==> config.mk <==
export PLATFORM = sky130hd
export DESIGN_NAME = edge_to_level
export DESIGN_NICKNAME = d
export VERILOG_FILES = /design/src/rtl/edge_to_level.sv
export SDC_FILE = /design/constraint.sdc
export NUM_CORES = 1
export LEC_CHECK = 0
export CORE_MARGIN = 2
export CORE_UTILIZATION = 54
export DETAILED_ROUTE_END_ITERATION = 12
export DONT_BUFFER_PORTS = 1
export HOLD_SLACK_MARGIN = 0.15
export PLACE_DENSITY = 0.71
export SETUP_SLACK_MARGIN = 0.05
export SYNTH_ARGS = -nofsm -noshare
export SYNTH_HDL_FRONTEND = slang
export SYNTH_SLANG_ARGS = --single-unit
==> constraint.sdc <==
create_clock -name clk -period 1.5 [get_ports clk]
set_input_delay 0.075 -clock clk [delete_from_list [all_inputs] [get_ports clk]]
set_output_delay 0.075 -clock clk [all_outputs]
set_load 0.005 [all_outputs]
==> src/rtl/edge_to_level.sv <==
// Rebuilds a clean level from rising/falling edge event pulses, holding each
// level for a minimum width and reporting the duration of every high phase.
module edge_to_level #(
  parameter int MIN_HIGH = 2,
  parameter int MIN_LOW  = 2,
  parameter int CW       = 8
) (
  input  logic          clk,
  input  logic          rst,
  input  logic          r_edge,
  input  logic          f_edge,
  output logic          a_o,
  output logic          busy,
  output logic [CW-1:0] hi_len,
  output logic          len_valid,
  output logic          err
);

  localparam logic [CW-1:0] MIN_HI_C = MIN_HIGH[CW-1:0];
  localparam logic [CW-1:0] MIN_LO_C = MIN_LOW[CW-1:0];
  localparam logic [CW-1:0] ONE_C    = {{(CW-1){1'b0}}, 1'b1};

  logic [CW-1:0] cnt;
  logic          on_ev;
  logic          off_ev;
  logic          min_ok;
  logic          toggle;
  logic          busy_nxt;
  logic          err_nxt;

  function automatic logic [CW-1:0] sat_inc(input logic [CW-1:0] c);
    return (c == {CW{1'b1}}) ? c : c + ONE_C;
  endfunction

  // In either level, "on" is the event that would move a_o away from its
  // current value and "off" is the event that would keep it there.
  always_comb begin
    on_ev    = a_o ? f_edge : r_edge;
    off_ev   = a_o ? r_edge : f_edge;
    min_ok   = a_o ? (cnt >= MIN_HI_C) : (cnt >= MIN_LO_C);
    toggle   = 1'b0;
    busy_nxt = busy;
    err_nxt  = err;
    if (r_edge && f_edge) begin
      err_nxt = 1'b1;
    end else if (busy && min_ok) begin
      busy_nxt = 1'b0;
      if (!off_ev) toggle = 1'b1;
    end else if (on_ev) begin
      if (busy)        err_nxt  = 1'b1;
      else if (min_ok) toggle   = 1'b1;
      else             busy_nxt = 1'b1;
    end else if (off_ev) begin
      if (busy) busy_nxt = 1'b0;
      else      err_nxt  = 1'b1;
    end
  end

  always_ff @(posedge clk) begin
    if (rst) begin
      a_o       <= 1'b0;
      busy      <= 1'b0;
      err       <= 1'b0;
      cnt       <= MIN_LO_C;
      hi_len    <= '0;
      len_valid <= 1'b0;
    end else begin
      a_o       <= a_o ^ toggle;
      busy      <= busy_nxt;
      err       <= err_nxt;
      cnt       <= toggle ? ONE_C : sat_inc(cnt);
      len_valid <= toggle && a_o;
      if (toggle && a_o) hi_len <= cnt;
    end
  end

endmodule
=== Word level (Yosys, flattened, before mapping) ===
Index checks and enable logic that the tools add are counted.
Widths: inputs -> output; s select.

* Output and inout port bits: 12
* Input port bits: 4
* Bits in registers: 20

* Bitwise gates (word level): 2
* Mux-type cells: 21
* Add/sub/neg operators: 1
* Magnitude comparators: 1
* Reductions and logical operators: 8
* Eq/ne operators: 5

{| class="wikitable"
|+ Operator list
! kind !! count
|-
| $mux 1 || 19
|-
| $add 8x1->8 const B || 1
|-
| $eq 8x8->1 const B || 1
|-
| $ge 8x2->1 const B || 1
|-
| $reduce_bool 3->1 || 2
|-
| $mux 2 || 2
|-
| $ne 2x2->1 const B || 2
|-
| $reduce_and 4->1 || 1
|-
| $logic_and 1x1->1 || 3
|-
| $ne 3x1->1 const B || 1
|-
| $ne 3x2->1 const B || 1
|-
| $reduce_and 2->1 || 1
|-
| $reduce_or 2->1 || 1
|-
| $not 1->1 || 1
|-
| $xor 1x1->1 || 1
|}

=== Depth between registers and ports, before layout ===
Gate-level depths: netlist of run 1.

* Word-level depth: 7
* Mapped depth: 6
* Gate-level depth less buffers: 6

=== Worst setup path after synthesis of run 1 ===
No wires, ideal clock.

* Kind: register -> register
* Start point: register cnt[0]
* End point: register hi_len[0]
* Data required time: 1.364 ns
* Setup time: 0.136 ns
* Data arrival time: 1.454 ns
* Cell stages (with the launch flop): 7
* Setup slack: -0.090 ns
* Path buffers: 0
* Cells stage by stage: dfxtp_1 -> inv_1 -> ha_1 -> or4_4 -> nor2_4 -> nor3_4 -> mux2i_1

* Cells in the longest elaborated chain, start to end: 7
* Elaborated cells on any way between the ends: 8
* Those cells by class: order compare: 1; mux: 5; reduce/logical: 2

{| class="wikitable"
|+ Ends and longest elaborated chain
! element !! RTL line !! text
|-
| start, declared || 23 || <nowiki>logic [CW-1:0] cnt;</nowiki>
|-
| start signal, assigned || 71 || <nowiki>cnt <= toggle ? ONE_C : sat_inc(cnt);</nowiki>
|-
| $ge 8x2->1 || 40 || <nowiki>min_ok = a_o ? (cnt >= MIN_HI_C) : (cnt >= MIN_LO_C);</nowiki>
|-
| $mux 1 || 51 || <nowiki>else if (min_ok) toggle = 1'b1;</nowiki>
|-
| $mux 1 || 50 || <nowiki>if (busy) err_nxt = 1'b1;</nowiki>
|-
| $mux 1 || 49 || <nowiki>end else if (on_ev) begin</nowiki>
|-
| $mux 1 || 46 || <nowiki>end else if (busy && min_ok) begin</nowiki>
|-
| $mux 1 || 44 || <nowiki>if (r_edge && f_edge) begin</nowiki>
|-
| $logic_and 1x1->1 || 73 || <nowiki>if (toggle && a_o) hi_len <= cnt;</nowiki>
|-
| end signal, assigned || 73 ||
|-
| end, declared || 14 || <nowiki>output logic [CW-1:0] hi_len,</nowiki>
|}

Several ways; a longest one is shown, not always the timed one.
A chain may end at the register's enable or synchronous reset.

=== Worst setup path in the final report of run 1 ===
* Start point: input port f_edge
* End point: register hi_len[3]

* Cells in the longest elaborated chain, start to end: 5
* Elaborated cells on any way between the ends: 8
* Those cells by class: mux: 6; reduce/logical: 2

{| class="wikitable"
|+ Ends and longest elaborated chain
! element !! RTL line !! text
|-
| start, declared || 11 || <nowiki>input logic f_edge,</nowiki>
|-
| $mux 1 (on tied branches) || 38, 39 ||
|-
| $mux 1 (on tied branches) || 49, 48 ||
|-
| $mux 1 || 46 ||
|-
| $mux 1 (*) || 44 ||
|-
| $logic_and 1x1->1 (*) || 73 ||
|}

Mark *: on every way between the ends. The rest lies on a longest branch, timed or not.

==> results of run 1 <==
==> worst paths after layout <==
| kind | to | depth (start not counted) | slack (ns) | start |
|---|---|---|---|---|
| worst max-delay path | hi_len[3] | 5 | -0.13 | f_edge |
| worst min-delay path | err | 3 | 0.16 | f_edge |
| worst max register to register | hi_len[3] | 4 | -0.12 | cnt[5] |
| worst min register to register | hi_len[1] | 2 | 0.49 | hi_len[1] |
==> report_power, final <==
group / internal [mW] / switching [mW]
Clock: 0.149 / 0.174
Sequential: 0.562 / 0.0299
Combinational: 0.159 / 0.166
==> timing repair <==
item / 4_1_cts / 5_1_grt
endpoints found under the hold margin: 6 / 0
pin swaps: 5 / 9
endpoints found under the setup margin: 19 / 20
gates resized for setup: 6 / 7
hold buffers: 3 / 0
==> cells in the mapped netlist (2+ instances only) <==
master and instances:
sky130_fd_sc_hd__dfxtp_1 20, sky130_fd_sc_hd__nand2_1 20, sky130_fd_sc_hd__nor2_1 12, sky130_fd_sc_hd__mux2i_1 11, sky130_fd_sc_hd__o21ai_0 5, sky130_fd_sc_hd__a21oi_1 3
sky130_fd_sc_hd__xor2_1 3, sky130_fd_sc_hd__and2_1 2, sky130_fd_sc_hd__ha_1 2, sky130_fd_sc_hd__inv_1 2, sky130_fd_sc_hd__nand3_1 2, sky130_fd_sc_hd__nor4_1 2
sky130_fd_sc_hd__or3_1 2
==> worst register-to-register path: cells and delay by family (launching register included) <==
kind / cells / cell delay [ns]
AND/OR/NAND/NOR: 3 / 1.02
flip-flops: 1 / 0.34
multiplexers: 1 / 0.14
==> placed cells by master (no fill, tap or decap), drive strengths merged, types with 3 or more instances in the layout <==
master,synthesis,layout
a21oi,3,3
buf,0,17
clkbuf,1,4
dfxtp,20,20
dlygate4sd3,0,3
mux2i,12,12
nand2,20,20
nor2,13,13
o21ai,5,5
xor2,3,3
==> area by class of cell <==
cell class	instances	share of cell area, %
clock buffer	4	2.860
multi-input combinational	84	49.31
inverter	3	0.8876
tap	25	2.465
sequential	20	32.05
timing repair buffer	20	12.43
==> kinds of logic after synthesis <==
logic type | count (synthesis)
compound gates | 14
xor+xnor | 4
fa+ha+maj | 2
buf+inv | 4
flops | 20
mux | 13
simple gates | 51
==> registers in the layout, indices dropped and copies added, names as in the netlist <==
signal and flops:
cnt 8, hi_len 8, a_o 1, busy 1, err 1, len_valid 1
==> layer usage <==
metal	track usage (%)	part of all wire (%)	up-vias
met1	30.07	43	396
met4	10.29	1.9	0
met2	41.67	48	38
met3	3.529	6.7	6
li1	-	-	425
met5	0	0	-
==> insert_results.sql, run 1 <==
INSERT INTO impl_metrics (metric_group, metric, value, unit) VALUES
('clocking', 'cts_tree', 'done', ''),
('timing', 'setup_violations', '19', ''),
('timing', 'finClkSkew', '0.003310', 'ns'),
('floorplanning', 'die-height', '46.41', 'µm'),
('final_layout', 'fill_cells', '127', ''),
('synth', 'synth_async_sr_flop_share', '0', '%'),
('placed_design', 'pre_cts_ws', '-0.1464', 'ns'),
('worst_setup_path', 'worstPathBufferInverterCount', '1', ''),
('flow_run', 'max_cap_violations', '0', ''),
('clocking', 'max-clock-path-buffers', '2', ''),
('synth', 'synth_mux_area_share', '14.30', '%'),
('synth', 'synth_fa_ha_area_share', '2.577', '%'),
('synth', 'ys_warn_count', '0', ''),
('global_routing', 'globalRoute.totalOverflow', '0', ''),
('floorplanning', 'floorplan.rows', '15', ''),
('final_layout', 'fin_nets', '138', ''),
('status', 'run_status', 'finished, violations left', ''),
('clocking', 'tritoncts_num_sinks', '20', ''),
('pwr', 'ir_drop', '0.7701', 'mV'),
('worst_setup_path', 'cp_cell_sequence', 'dlygate4sd3_1 -> and2_1 -> or2b_1 -> nor3_4 -> mux2i_1', ''),
('clocking', 'root_buffer_cell', 'sky130_fd_sc_hd__clkbuf_4', ''),
('clocking', 'worst_setup_hold_path_clk_slew', '0.11', 'ns'),
('global_routing', 'antenna_found_initial', '0', ''),
('worst_setup_path', 'timing_worst_setup_path_type', 'input pin to register', ''),
('timing', 'worst_slew_pin_slew', '0.4824', 'ns'),
('synth', 'syn-instance-count', '108', ''),
('placed_design', 'placement.cell_area', '1140', 'µm²'),
('synth', 'yosys_register_bits', '20', ''),
('worst_setup_path', 'crit_path_max_fanout', '8', ''),
('worst_setup_path', 'slowest_cp_cell', 'sky130_fd_sc_hd__dlygate4sd3_1', ''),
('pwr', 'total_power', '1.239', 'mW'),
('global_routing', 'track_usage', '24.36', '%'),
('route', 'detail_routed_via_count_per_cell', '5.545', ''),
('worst_setup_path', 'worstSetupStartpointType', 'input pin', ''),
('worst_setup_path', 'worstPathRequired', '1.75', 'ns'),
('timing', 'final.hold.worst_slack', '0.1635', 'ns'),
('floorplanning', 'io-pin-count', '16', ''),
('status', 'violated_checks', 'negative setup slack', ''),
('clocking', 'clk_latency', '0.31', 'ns'),
('timing', 'fin_crit', '1.627', 'ns'),
('global_routing', 'maximum_number_of_pins_on_one_net_before_global_route_repair', '19', ''),
('placed_design', 'post-place-cells', '149', ''),
('pwr', 'power.density_cell_area', '976.7', 'nW/µm²'),
('timing', 'setup_slack', '-0.1274', 'ns'),
('route', 'vias', '865', ''),
('worst_setup_path', 'crit_path_end_kind', 'register', ''),
('timing', 'slew_viol_final', '0', ''),
('final_layout', 'multi_input_area', '625.6', 'µm²'),
('synth', 'synth.avg_cell_area', '8.990', 'µm²'),
('route', 'route.detailed.drc', '0', ''),
('synth', 'post_synth_main_area_contributors', 'sky130_fd_sc_hd__dfxtp_1, sky130_fd_sc_hd__mux2i_1, sky130_fd_sc_hd__nand2_1', ''),
('timing', 'fmax', '0.6145', 'GHz'),
('floorplanning', 'floorplan.die_area', '2153', 'µm²'),
('clocking', 'cts.repair_timing.setup_buffer_count', '0', ''),
('worst_setup_path', 'worst_ep_arrival_time', '1.87', 'ns'),
('final_layout', 'seq_area', '406.6', 'µm²'),
('timing', 'slew-limit-headroom', '67.74', '%'),
('synth', 'post_synth_edffs', '0', ''),
('synth', 'synth_sequential_area_ratio', '41.24', '%'),
('synth', 'post_synth_and_or_nand_nor_area_fraction', '27.19', '%'),
('route', 'wire_per_inst', '15.15', 'µm'),
('final_layout', 'post_route_cells_drive_above_1_share', '30.53', '%'),
('clocking', 'cts-htree-levels', '1', ''),
('synth', 'cell_area_after_synthesis', '970.9', 'µm²'),
('pwr', 'leakagePower', '0.4524', 'nW'),
('final_layout', 'insertedDiodeCount', '0', ''),
('synth', 'synth_top_family_by_area', 'simple AND/OR/NAND/NOR gates', ''),
('final_layout', 'final-instance-count-excl-fill', '156', ''),
('floorplanning', 'dieWidth', '46.41', 'µm'),
('timing', 'fin_tns_setup', '-1.625', 'ns'),
('worst_setup_path', 'crit_path_max_incr_delay', '0.65', 'ns');
Note: power is estimated with default switching activity, not from simulation.
==> inputs of run 2 (changes only) <==
- CORE_ASPECT_RATIO: default -> 0.8
==> run 2 against run 1 <==
The flow still finishes with violations (negative setup slack); wire length increased by 6.7%; register-to-register slack about the same; clock-buffer cell count unchanged; global-route usage decreased by 0.85 points; via count increased by 5.4%; critical endpoint is now a_o; power increased by 3.4%; setup slack about the same; largest cell class unchanged; sequential power about the same; cell count increased by 1.9%; highest routed layer unchanged.
==> insert_results.sql, run 2 (same netlist as run 1, synthesis figures left out) <==
INSERT INTO impl_metrics (metric_group, metric, value, unit) VALUES
('timing', 'grt_setup_unrepaired', 'true', ''),
('clocking', 'clk_latency', '0.31', 'ns'),
('final_layout', 'fill_cells', '111', ''),
('status', 'violated_checks', 'negative setup slack', ''),
('flow_run', 'max_cap_violations', '0', ''),
('worst_setup_path', 'cp_cell_sequence', 'inv_2 -> ha_2 -> or4_4 -> nor2_4 -> buf_4 -> buf_6 -> o311ai_4 -> o21ai_2', ''),
('worst_setup_path', 'crit_path_max_incr_delay', '0.45', 'ns'),
('worst_setup_path', 'worstSetupStartpointType', 'register', ''),
('floorplanning', 'core_region_area', '1659', 'µm²'),
('route', 'detail_routed_via_count_per_cell', '5.736', ''),
('timing', 'slew_viol_final', '0', ''),
('clocking', 'cts-htree-levels', '1', ''),
('route', 'detail_route.iter0.violations', '43', ''),
('pwr', 'leakagePower', '0.4831', 'nW'),
('worst_setup_path', 'worstPathRequired', '1.73', 'ns'),
('worst_setup_path', 'worst_ep_arrival_time', '1.86', 'ns'),
('clocking', 'cts_inserted_buffers', '3', ''),
('placed_design', 'post-place-cells', '146', ''),
('final_layout', 'seq_area', '406.6', 'µm²'),
('final_layout', 'area_growth_syn_to_layout', '35.18', '%'),
('timing', 'slew-limit-headroom', '67.59', '%'),
('floorplanning', 'floorplan.rows', '13', ''),
('timing', 'setup_violations', '20', ''),
('timing', 'finalCritPeriodShare', '108.5', '%'),
('final_layout', 'final-instance-count-excl-fill', '159', ''),
('final_layout', 'insertedDiodeCount', '0', ''),
('global_routing', 'antenna_found_initial', '0', ''),
('timing', 'worst_slew_pin_slew', '0.4845', 'ns'),
('pwr', 'ir_drop', '0.6952', 'mV'),
('floorplanning', 'io-pin-count', '16', ''),
('floorplanning', 'dieWidth', '51.41', 'µm'),
('floorplanning', 'floorplan.die_area', '2155', 'µm²'),
('clocking', 'root_buffer_cell', 'sky130_fd_sc_hd__clkbuf_4', ''),
('worst_setup_path', 'timing_worst_setup_path_type', 'register to register', ''),
('route', 'wl', '2523', 'µm'),
('timing', 'final.hold.worst_slack', '0.2965', 'ns'),
('timing', 'final-hold-violation-count', '0', ''),
('global_routing', 'global_route_wire_length_before_repair', '3760', 'µm'),
('floorplanning', 'start_util', '58.52', '%'),
('route', 'route.detailed.drc', '0', ''),
('timing', 'finClkSkew', '0.006903', 'ns'),
('worst_setup_path', 'crit_path_end_kind', 'register', ''),
('final_layout', 'post_route_cells_drive_above_1_share', '33.58', '%'),
('global_routing', 'maximum_number_of_pins_on_one_net_before_global_route_repair', '12', ''),
('worst_hold_path', 'hold_path.class', 'input pin to register', ''),
('clocking', 'max-clock-path-buffers', '2', ''),
('placed_design', 'pre_cts_ws', '-0.1824', 'ns'),
('final_layout', 'layout_commonest_cell', 'sky130_fd_sc_hd__buf_4', ''),
('timing', 'fmax', '0.6145', 'GHz'),
('route', 'drtPass1Iterations', '4', ''),
('status', 'run_status', 'finished, violations left', ''),
('clocking', 'worst_setup_hold_path_clk_slew', '0.10', 'ns'),
('final_layout', 'multi_input_area', '620.6', 'µm²'),
('final_layout', 'top_regs', 'cnt: 8 flops, hi_len: 8 flops', ''),
('global_routing', 'track_usage', '23.51', '%'),
('global_routing', 'globalRoute.totalOverflow', '0', ''),
('global_routing', 'first_global_vias', '783', ''),
('timing', 'fin_crit', '1.627', 'ns'),
('floorplanning', 'die-height', '41.93', 'µm'),
('timing', 'setup_slack', '-0.1274', 'ns'),
('route', 'vias', '912', ''),
('worst_setup_path', 'crit_path_max_fanout', '4', ''),
('clocking', 'tritoncts_num_sinks', '20', ''),
('placed_design', 'detailedPlacementHpwl', '1632', 'µm'),
('final_layout', 'layout.cells.most_common_list', 'sky130_fd_sc_hd__buf_4, sky130_fd_sc_hd__nand2_1, sky130_fd_sc_hd__dfxtp_1', ''),
('clocking', 'cts_tree', 'done', ''),
('route', 'wire_per_inst', '15.87', 'µm'),
('placed_design', 'place_congestion', '0.7951', ''),
('worst_setup_path', 'slowest_cp_cell', 'sky130_fd_sc_hd__or4_4', ''),
('route', 'final_antenna_net_count', '0', ''),
('pwr', 'power.density_cell_area', '976.3', 'nW/µm²'),
('final_layout', 'fin_nets', '144', ''),
('placed_design', 'buffer_ports.inserted', '0', ''),
('timing', 'fin_tns_setup', '-1.917', 'ns');
## run 2: cell count changes in the layout (fill, tap and decap cells not counted), sizes merged
cell  before  now
buf       17   23
## run 2: what timing repair did
item                       4_1_cts  5_1_grt
buffers inserted                 1        5
hold buffers                     3        0
pin swaps                        7        5
hold endpoints to repair        14        0
resized for setup                6        9
setup endpoints to repair       19       20
## run 2: critical path: cells and delay by family, from the launching register on
kind / cells / cell delay, ns
fa+ha+maj: 1 / 0.16
simple gates: 2 / 0.59
buf+inv: 3 / 0.27
compound gates: 2 / 0.19
flops: 1 / 0.35
## run 2: layout make-up
type	count	share of cell area, %
multi-input cells	84	47.28
inverters	3	0.8580
well taps	22	2.097
repair buffers	26	16.02
clock buffers	4	2.765
flip-flops and latches	20	30.98
## run 2: through the flow
stage | utilization, % | cell area, µm² | total power, mW
2_1_floorplan | - | 984.7 | 0.7658
3_3_place_gp | 68.48 | 1136 | 0.8579
3_5_place_dp | 68.48 | 1136 | 0.8674
6_report | 79.11 | 1313 | 1.281
5_1_grt | 79.11 | 1313 | 1.346
4_1_cts | 74.36 | 1234 | 1.216
## run 2: worst paths after layout
kind             start         to  slack, ns  cells after the start
max             cnt[0]        a_o      -0.13                      8
min             r_edge       busy       0.30                      3
max reg2reg     cnt[0]        a_o      -0.13                      8
min reg2reg  hi_len[3]  hi_len[3]       0.48                      2
## run 2: where the power goes
| part | leakage (nW) | internal, mW | switching [mW] |
|---|---|---|---|
| clock | 0.0210 | 0.148 | 0.166 |
| sequential | 0.163 | 0.562 | 0.0317 |
| combinational | 0.299 | 0.194 | 0.179 |
## run 2: per-layer routing
layer  vias to the layer above  part of all wire [%]  global-route usage (%)
met5                         -                     0                       0
met4                         0                   1.9                   8.421
met3                         6                   6.3                   9.353
met2                        28                    48                   34.62
met1                       440                    43                   30.94
li1                        438                     -                       -
